**src/rtl/vga_timing_gen.sv**
```systemverilog
// Parametrised VGA raster engine: pixel-tick divider, h/v counters, addresses and
// latency-compensated sync/DE/RGB. Define VGA_TEST_PATTERN_EN to add colour-bar output.
module vga_timing_gen #(
    parameter int unsigned CLK_DIV  = 4,
    parameter int unsigned H_ACTIVE = 640,
    parameter int unsigned H_FP     = 16,
    parameter int unsigned H_SYNC   = 96,
    parameter int unsigned H_BP     = 48,
    parameter int unsigned V_ACTIVE = 480,
    parameter int unsigned V_FP     = 10,
    parameter int unsigned V_SYNC   = 2,
    parameter int unsigned V_BP     = 33,
    parameter bit          H_POL    = 1'b0,
    parameter bit          V_POL    = 1'b0,
    parameter int unsigned PIPE_LAT = 2,
    parameter int unsigned RGB_W    = 4
) (
    input  logic               clk,
    input  logic               rst,
    input  logic [3*RGB_W-1:0] rgb_in,
`ifdef VGA_TEST_PATTERN_EN
    input  logic               pattern_sel,
`endif
    output logic               pix_ce,
    output logic [11:0]        addr_h,
    output logic [11:0]        addr_v,
    output logic               addr_vld,
    output logic               frame_start,
    output logic               h_sync,
    output logic               v_sync,
    output logic               de,
    output logic [RGB_W-1:0]   rgb_r,
    output logic [RGB_W-1:0]   rgb_g,
    output logic [RGB_W-1:0]   rgb_b
);

    localparam int unsigned H_TOTAL  = H_ACTIVE + H_FP + H_SYNC + H_BP;
    localparam int unsigned V_TOTAL  = V_ACTIVE + V_FP + V_SYNC + V_BP;
    localparam int unsigned HS_START = H_ACTIVE + H_FP;
    localparam int unsigned HS_END   = HS_START + H_SYNC;
    localparam int unsigned VS_START = V_ACTIVE + V_FP;
    localparam int unsigned VS_END   = VS_START + V_SYNC;
    localparam int unsigned DIV_W    = (CLK_DIV > 1) ? $clog2(CLK_DIV) : 1;
`ifdef VGA_TEST_PATTERN_EN
    localparam int unsigned DLY_W    = 15;
`else
    localparam int unsigned DLY_W    = 3;
`endif

    if (CLK_DIV < 1) begin : g_bad_div
        $error("vga_timing_gen: CLK_DIV must be >= 1");
    end
    if (PIPE_LAT > 8) begin : g_bad_lat
        $error("vga_timing_gen: PIPE_LAT must be <= 8");
    end
    if (H_TOTAL > 4096 || V_TOTAL > 4096) begin : g_bad_total
        $error("vga_timing_gen: H_TOTAL and V_TOTAL must be <= 4096");
    end

    localparam logic [DIV_W-1:0] DIV_LAST = DIV_W'(CLK_DIV - 1);

    logic [DIV_W-1:0]   div_cnt_q, div_cnt_d;
    logic               pix_ce_q, pix_ce_d;
    logic [11:0]        h_cnt_q, h_cnt_d, v_cnt_q, v_cnt_d;
    logic               h_last, v_last;
    logic               vld_c, hs_c, vs_c;
    logic [11:0]        addr_h_q, addr_v_q;
    logic               addr_vld_q, frame_start_q;
    logic               h_sync_q, v_sync_q, de_q;
    logic [3*RGB_W-1:0] rgb_q, pix_w;
    logic [DLY_W-1:0]   raw_w, tap_w;

    // pix_ce is registered so it is 0 in reset and high exactly while div_cnt == CLK_DIV-1.
    always_comb begin
        div_cnt_d = (div_cnt_q == DIV_LAST) ? '0 : div_cnt_q + 1'b1;
        pix_ce_d  = (div_cnt_d == DIV_LAST);
    end

    always_comb begin
        h_last  = (h_cnt_q == 12'(H_TOTAL - 1));
        v_last  = (v_cnt_q == 12'(V_TOTAL - 1));
        h_cnt_d = h_cnt_q;
        v_cnt_d = v_cnt_q;
        if (pix_ce_q) begin
            h_cnt_d = h_last ? 12'd0 : h_cnt_q + 12'd1;
            if (h_last) begin
                v_cnt_d = v_last ? 12'd0 : v_cnt_q + 12'd1;
            end
        end
    end

    always_comb begin
        vld_c = ({1'b0, h_cnt_q} < 13'(H_ACTIVE)) && ({1'b0, v_cnt_q} < 13'(V_ACTIVE));
        hs_c  = ({1'b0, h_cnt_q} >= 13'(HS_START)) && ({1'b0, h_cnt_q} < 13'(HS_END));
        vs_c  = ({1'b0, v_cnt_q} >= 13'(VS_START)) && ({1'b0, v_cnt_q} < 13'(VS_END));
`ifdef VGA_TEST_PATTERN_EN
        raw_w = {(vld_c ? h_cnt_q : 12'd0), vld_c, vs_c, hs_c};
`else
        raw_w = {vld_c, vs_c, hs_c};
`endif
    end

    always_ff @(posedge clk or posedge rst) begin
        if (rst) begin
            div_cnt_q     <= '0;
            pix_ce_q      <= 1'b0;
            h_cnt_q       <= '0;
            v_cnt_q       <= '0;
            addr_h_q      <= '0;
            addr_v_q      <= '0;
            addr_vld_q    <= 1'b0;
            frame_start_q <= 1'b0;
        end else begin
            div_cnt_q     <= div_cnt_d;
            pix_ce_q      <= pix_ce_d;
            h_cnt_q       <= h_cnt_d;
            v_cnt_q       <= v_cnt_d;
            frame_start_q <= pix_ce_q && (h_cnt_q == 12'd0) && (v_cnt_q == 12'd0);
            if (pix_ce_q) begin
                addr_vld_q <= vld_c;
                addr_h_q   <= vld_c ? h_cnt_q : 12'd0;
                addr_v_q   <= vld_c ? v_cnt_q : 12'd0;
            end
        end
    end

    // Entry k holds the counter-derived word from k+1 ticks ago; the output register then
    // lands it exactly PIPE_LAT ticks after the matching address.
    if (PIPE_LAT == 0) begin : g_no_dly
        assign tap_w = raw_w;
    end else begin : g_dly
        logic [DLY_W-1:0] dly_q [PIPE_LAT];

        always_ff @(posedge clk or posedge rst) begin
            if (rst) begin
                for (int i = 0; i < PIPE_LAT; i++) begin
                    dly_q[i] <= '0;
                end
            end else if (pix_ce_q) begin
                dly_q[0] <= raw_w;
                for (int i = 1; i < PIPE_LAT; i++) begin
                    dly_q[i] <= dly_q[i-1];
                end
            end
        end

        assign tap_w = dly_q[PIPE_LAT-1];
    end

`ifdef VGA_TEST_PATTERN_EN
    logic [14:0] bar_w;
    logic [2:0]  bar_idx;

    // Bars in order white, yellow, cyan, green, magenta, red, blue, black.
    always_comb begin
        bar_w   = {tap_w[14:3], 3'b000} / 15'(H_ACTIVE);
        bar_idx = bar_w[2:0];
        if (pattern_sel) begin
            pix_w = {{RGB_W{~bar_idx[1]}}, {RGB_W{~bar_idx[2]}}, {RGB_W{~bar_idx[0]}}};
        end else begin
            pix_w = rgb_in;
        end
    end
`else
    assign pix_w = rgb_in;
`endif

    always_ff @(posedge clk or posedge rst) begin
        if (rst) begin
            h_sync_q <= ~H_POL;
            v_sync_q <= ~V_POL;
            de_q     <= 1'b0;
            rgb_q    <= '0;
        end else if (pix_ce_q) begin
            h_sync_q <= tap_w[0] ? H_POL : ~H_POL;
            v_sync_q <= tap_w[1] ? V_POL : ~V_POL;
            de_q     <= tap_w[2];
            rgb_q    <= tap_w[2] ? pix_w : '0;
        end
    end

    assign pix_ce      = pix_ce_q;
    assign addr_h      = addr_h_q;
    assign addr_v      = addr_v_q;
    assign addr_vld    = addr_vld_q;
    assign frame_start = frame_start_q;
    assign h_sync      = h_sync_q;
    assign v_sync      = v_sync_q;
    assign de          = de_q;
    assign rgb_r       = rgb_q[3*RGB_W-1 -: RGB_W];
    assign rgb_g       = rgb_q[2*RGB_W-1 -: RGB_W];
    assign rgb_b       = rgb_q[RGB_W-1:0];

endmodule

```
**config.mk**
```make
export PLATFORM = sky130hd
export DESIGN_NAME = vga_timing_gen
export DESIGN_NICKNAME = d
export VERILOG_FILES = /design/src/rtl/vga_timing_gen.sv
export SDC_FILE = /design/constraint.sdc
export NUM_CORES = 1
export LEC_CHECK = 0
export ABC_AREA = 1
export ABC_CLOCK_PERIOD_IN_PS = 4740
export CAP_MARGIN = 0
export CORE_MARGIN = 2
export CORE_UTILIZATION = 35
export DETAILED_ROUTE_END_ITERATION = 16
export GPL_TIMING_DRIVEN = 0
export MAX_ROUTING_LAYER = met4
export PLACE_DENSITY = 0.67
export REMOVE_ABC_BUFFERS = 1
export SYNTH_ARGS = -nofsm -noshare
export SYNTH_HDL_FRONTEND = slang
export SYNTH_SLANG_ARGS = --single-unit
```
**constraint.sdc**
```tcl
create_clock -name clk -period 4.74 [get_ports clk]
set_input_delay 0.948 -clock clk [delete_from_list [all_inputs] [get_ports clk]]
set_output_delay 0.948 -clock clk [all_outputs]
set_load 0.01 [all_outputs]
```
# Word level (Yosys, flattened, before mapping)

Cells that the tools add are included.

Flip-flop bits (word level): 74
Bits of input ports: 14
Logic and storage cells: 43

Order comparisons: 6
Multiplexer cells: 8
Reduce and logical (&&, ||, !) cells: 8
Equal/unequal tests: 4
Add/sub/neg operators: 3

Operators with widths:

| cell                    | number |
|---|---|
| $mux W12                | 5 |
| $add A12 B1 Y12 const B | 2 |
| $eq A12 B10 Y1 const B  | 2 |
| $logic_not A12 Y1       | 2 |
| $lt A12 B10 Y1 const B  | 2 |
| $lt A12 B9 Y1 const B   | 2 |
| $ge A12 B10 Y1 const B  | 1 |
| $ge A12 B9 Y1 const B   | 1 |
| $logic_and A1 B1 Y1     | 5 |
| $eq A2 B2 Y1 const B    | 2 |
| $add A2 B1 Y2 const B   | 1 |
| $mux W1                 | 2 |
| $mux W2                 | 1 |
| $reduce_and A2 Y1       | 1 |

# Depth between registers and ports, before layout

Depth in word-level cells: 3
Gate-level depth with buffers: 9
Depth with buffers taken out: 9

# Worst setup path after synthesis

Ideal clock, no wire load.

Kind: register to output
From: register h_sync_q, in the netlist h_sync
To: output h_sync
Cell stages (with the launch flop): 1
Arrival: 0.529 ns
Path slack: 3.263 ns
Cell sequence: dfstp_2

RTL lines:

| element                | line | source |
|---|---|---|
| from (decl)            | 69   | `logic h_sync_q, v_sync_q, de_q;` |
| from (signal assigned) | 170  | `h_sync_q <= ~H_POL;` |
| from (signal assigned) | 175  | `h_sync_q <= tap_w[0] ? H_POL : ~H_POL;` |
| to (decl)              | 29   | `output logic h_sync,` |

No word-level cell between the ends.

# Worst setup path after layout

From: register pix_ce_q, in the netlist pix_ce
To: output pix_ce

RTL lines:

| element                | line | source |
|---|---|---|
| from (decl)            | 63   | `logic pix_ce_q, pix_ce_d;` |
| from (signal assigned) | 115  | `pix_ce_q <= pix_ce_d;` |
| to (decl)              | 24   | `output logic pix_ce,` |

No word-level cell between the ends.

==> results.py <==
metrics = {
    "place": {
        "dp_hpwl_um": 5080,
        "place.gp.congestion": 0.865,
        "portBuffers": 55,
    },
    "sta": {
        "hold_violations": 0,
        "max_clock_freq_mhz": 316,
        "slew-limit-headroom_pct": 20.2,
        "post-route-min-period_ns": 3.16,
        "setup_viol": 0,
        "report.final.slew_viol_count": 0,
        "tns_ns": 0,
        "grt_setup_unrepaired": "false",
        "worst_pin_slew_ns": 1.20,
        "worst_clock_skew_ns": 0.00692,
        "finalCritPeriodShare_pct": 66.7,
    },
    "route": {
        "dr.pass1.iters": 4,
        "routedWlPerCell_um": 12.2,
        "drt-total-wl_um": 7320,
        "vias": 2748,
        "vias_per_cell": 4.56,
        "drt_iter0_drc": 198,
        "drc": 0,
        "antenna_left": 0,
    },
    "clock_network": {
        "ctsResizeCount": 0,
        "clk_pin_slew_ns": 0.08,
        "cts_sinks": 73,
        "clock_latency_ns": 0.35,
        "cts_made_buffers": 9,
        "cts_hold_buffers": 0,
        "clockBufferDepth": 2,
        "cts_setup_buffers": 0,
        "ctsHtreeMaxLevel": 3,
        "cts_root_buf": "clkbuf_8",
        "cts_tree": "yes",
    },
    "global_routing": {
        "grt_use_total_pct": 15.0,
        "grt_start_max_net_pins": 74,
        "grt_pass1_vias": 2598,
        "grt_first_pass_wirelength_um": 12800,
        "grt_antenna_before_repair": 0,
        "grt_overflow": 0,
    },
    "yosys": {
        "synthSimpleGateAreaFrac_pct": 27.2,
        "synth_xor_area_share_pct": 2.01,
        "avgSynthCellArea_um2": 8.49,
        "yosysSeqAreaShare_pct": 52.5,
        "synthAdderAreaFrac_pct": 2.16,
        "synth_area_mm2": 0.00348,
        "synth_top_area_cell": "dfrtp_1",
        "synth_edf_count": 0,
        "ys_async_sr_fraction_pct": 100,
        "netlist_top_cells_count": "nand2_1 (121), dfrtp_1 (71), inv_1 (51), nand3_1 (35), nor2_1 (32)",
        "muxShareOfSynthArea_pct": 0,
        "yosysTopAreaCellShare_pct": 51.0,
        "ys_types": 30,
        "synth_top_family_by_area": "simple AND/OR/NAND/NOR gates",
        "synth.most_common_cell": "nand2_1",
        "ys_ff_latch": 73,
        "syn_inst": 410,
        "synth_compound_area_share_pct": 7.94,
        "synth_warnings": 0,
        "yosys_most_used_dff": "dfrtp_1",
        "synth.area.top_cells": "dfrtp_1 (51%), nand2_1 (13%), inv_1 (5.5%), nand3_1 (5.0%), o21ai_2 (3.5%)",
    },
    "hold_path": {
        "worstHoldPathType": "reg -> reg",
        "hold_end": "h_sync",
        "min_from": "tap_w[0]",
        "hold_depth": 1,
    },
    "worst_setup_path": {
        "startpoint_type": "flop",
        "regToRegEndpoint": "frame_start",
        "critPathKind": "reg -> out",
        "cp_top_family": "flip-flops",
        "worstPathRequired_ns": 3.79,
        "critPathBufInv": 1,
        "worstSetupEndpointType": "primary output",
        "arrival_ns": 2.22,
        "cp_max_fo": 36,
        "crit_start": "pix_ce",
        "cp.depth": 1,
        "slowest_delay_ns": 1.14,
        "rrSetupSlack_ns": 1.77,
        "r2r-start": "pix_ce",
        "worst_path_max_delay_cell": "dfrtp_1",
        "rr_worst_depth": 5,
        "cp_cell_sequence": "clkdlybuf4s50_1",
    },
    "cells_and_area": {
        "areaGrowthSynthToFinish_pct": 24.8,
        "final_core_util_pct": 44.7,
        "num_antenna_cells": 0,
        "drive_gt1_share_pct": 9.81,
        "nets": 484,
    },
    "floorplanning": {
        "boundaryPins": 56,
        "fp.dieH_um": 104,
        "start_util_pct": 35.8,
        "core-area_mm2": 0.00973,
        "die-area_mm2": 0.0108,
        "die_x_um": 104,
        "row_count": 36,
    },
    "power": {
        "power_frac_clock_pct": 41.7,
        "power.internal_uw": 893,
        "power.switching_uw": 256,
        "p_per_area_mw_per_mm2": 264,
        "combPwrFrac_pct": 3.5,
        "p_leak_nw": 2.08,
        "seqPwrFrac_pct": 54.8,
        "ir_worst_vdd_uv": 127,
        "swShare_pct": 22.3,
    },
    "run_status": {
        "status": "finished clean",
    },
    "run": {
        "max-cap-violations": 0,
    },
}
==> power groups by stage <==
stage	combinational, mW	clock (mW)	sequential [mW]
finish	0.0401	0.479	0.630
global route	0.0452	0.527	0.631
global placement	0.0409	0	0.642
detailed placement	0.0415	0	0.642
CTS	0.0417	0.494	0.630
floorplan	0.0130	0	0.645
==> final cells by class <==
type	count	area, µm²
sequential	73	1830
clock buffer	10	128
fill	955	5390
clock inverter	6	67.6
inverter	54	205
timing repair buffer	56	578
multi-input combinational	270	1370
tap	133	166
==> metal layers <==
layer / global-route usage (%) / vias to the layer above / part of all wire (%)
met3: 4.15 / 7 / 4.9
met5: - / - / 0
met2: 22.4 / 68 / 48
met1: 19.7 / 1277 / 46
li1: - / 1396 / -
met4: 5.12 / 0 / 1.1
==> registers in the layout, summed over array words and instances, names as in the netlist <==
signal	cells
addr_vld	1
v_cnt_q	12
de	1
g_dly.dly_q	2
h_cnt_q	12
pix_ce	1
rgb_q	12
v_sync	1
tap_w	3
addr_v	12
h_sync	1
addr_h	12
frame_start	1
div_cnt_q	2
==> metrics by stage <==
stage	hold slack (ns)	setup slack [ns]	power, mW	cells	area (µm²)
final	0.445	1.58	1.15	602	4340
after global routing	0.489	1.46	1.20	602	4340
after CTS	0.453	1.30	1.17	601	4320
after detailed placement	0.441	1.34	0.684	585	4120
after global placement	0.425	0.768	0.683	585	4120
after floorplan	0.406	1.94	0.658	397	3400
==> placed cells by master, fill, tap and decap left out, drive strengths merged, types with 3 or more instances in the layout <==
| cell type | instances |
|---|---|
| nand3 | 36 |
| a21oi | 4 |
| nor2 | 38 |
| clkbuf | 10 |
| nand3b | 4 |
| xor2 | 8 |
| nand2 | 123 |
| clkdlybuf4s50 | 55 |
| nand4 | 8 |
| clkinv | 3 |
| o21ai | 38 |
| dfrtp | 71 |
| ha | 6 |
| inv | 54 |
==> cells by family (layout without fill, tap and decap cells) <==
family	count (synthesis)	after routing
simple gates	212	212
flops	73	73
buf+inv	67	126
compound gates	44	44
xor+xnor	8	8
fa+ha+maj	6	6
==> worst max-delay path by stage <==
| stage | end | slack, ns |
|---|---|---|
| 2_1_floorplan | addr_h[0] | 1.94 |
| 3_3_place_gp | addr_h[8] | 0.77 |
| 3_5_place_dp | frame_start | 1.34 |
| 4_1_cts | frame_start | 1.30 |
| 5_1_grt | pix_ce | 1.46 |
| 6_report | pix_ce | 1.58 |
Power figures use the tool's default switching activity.
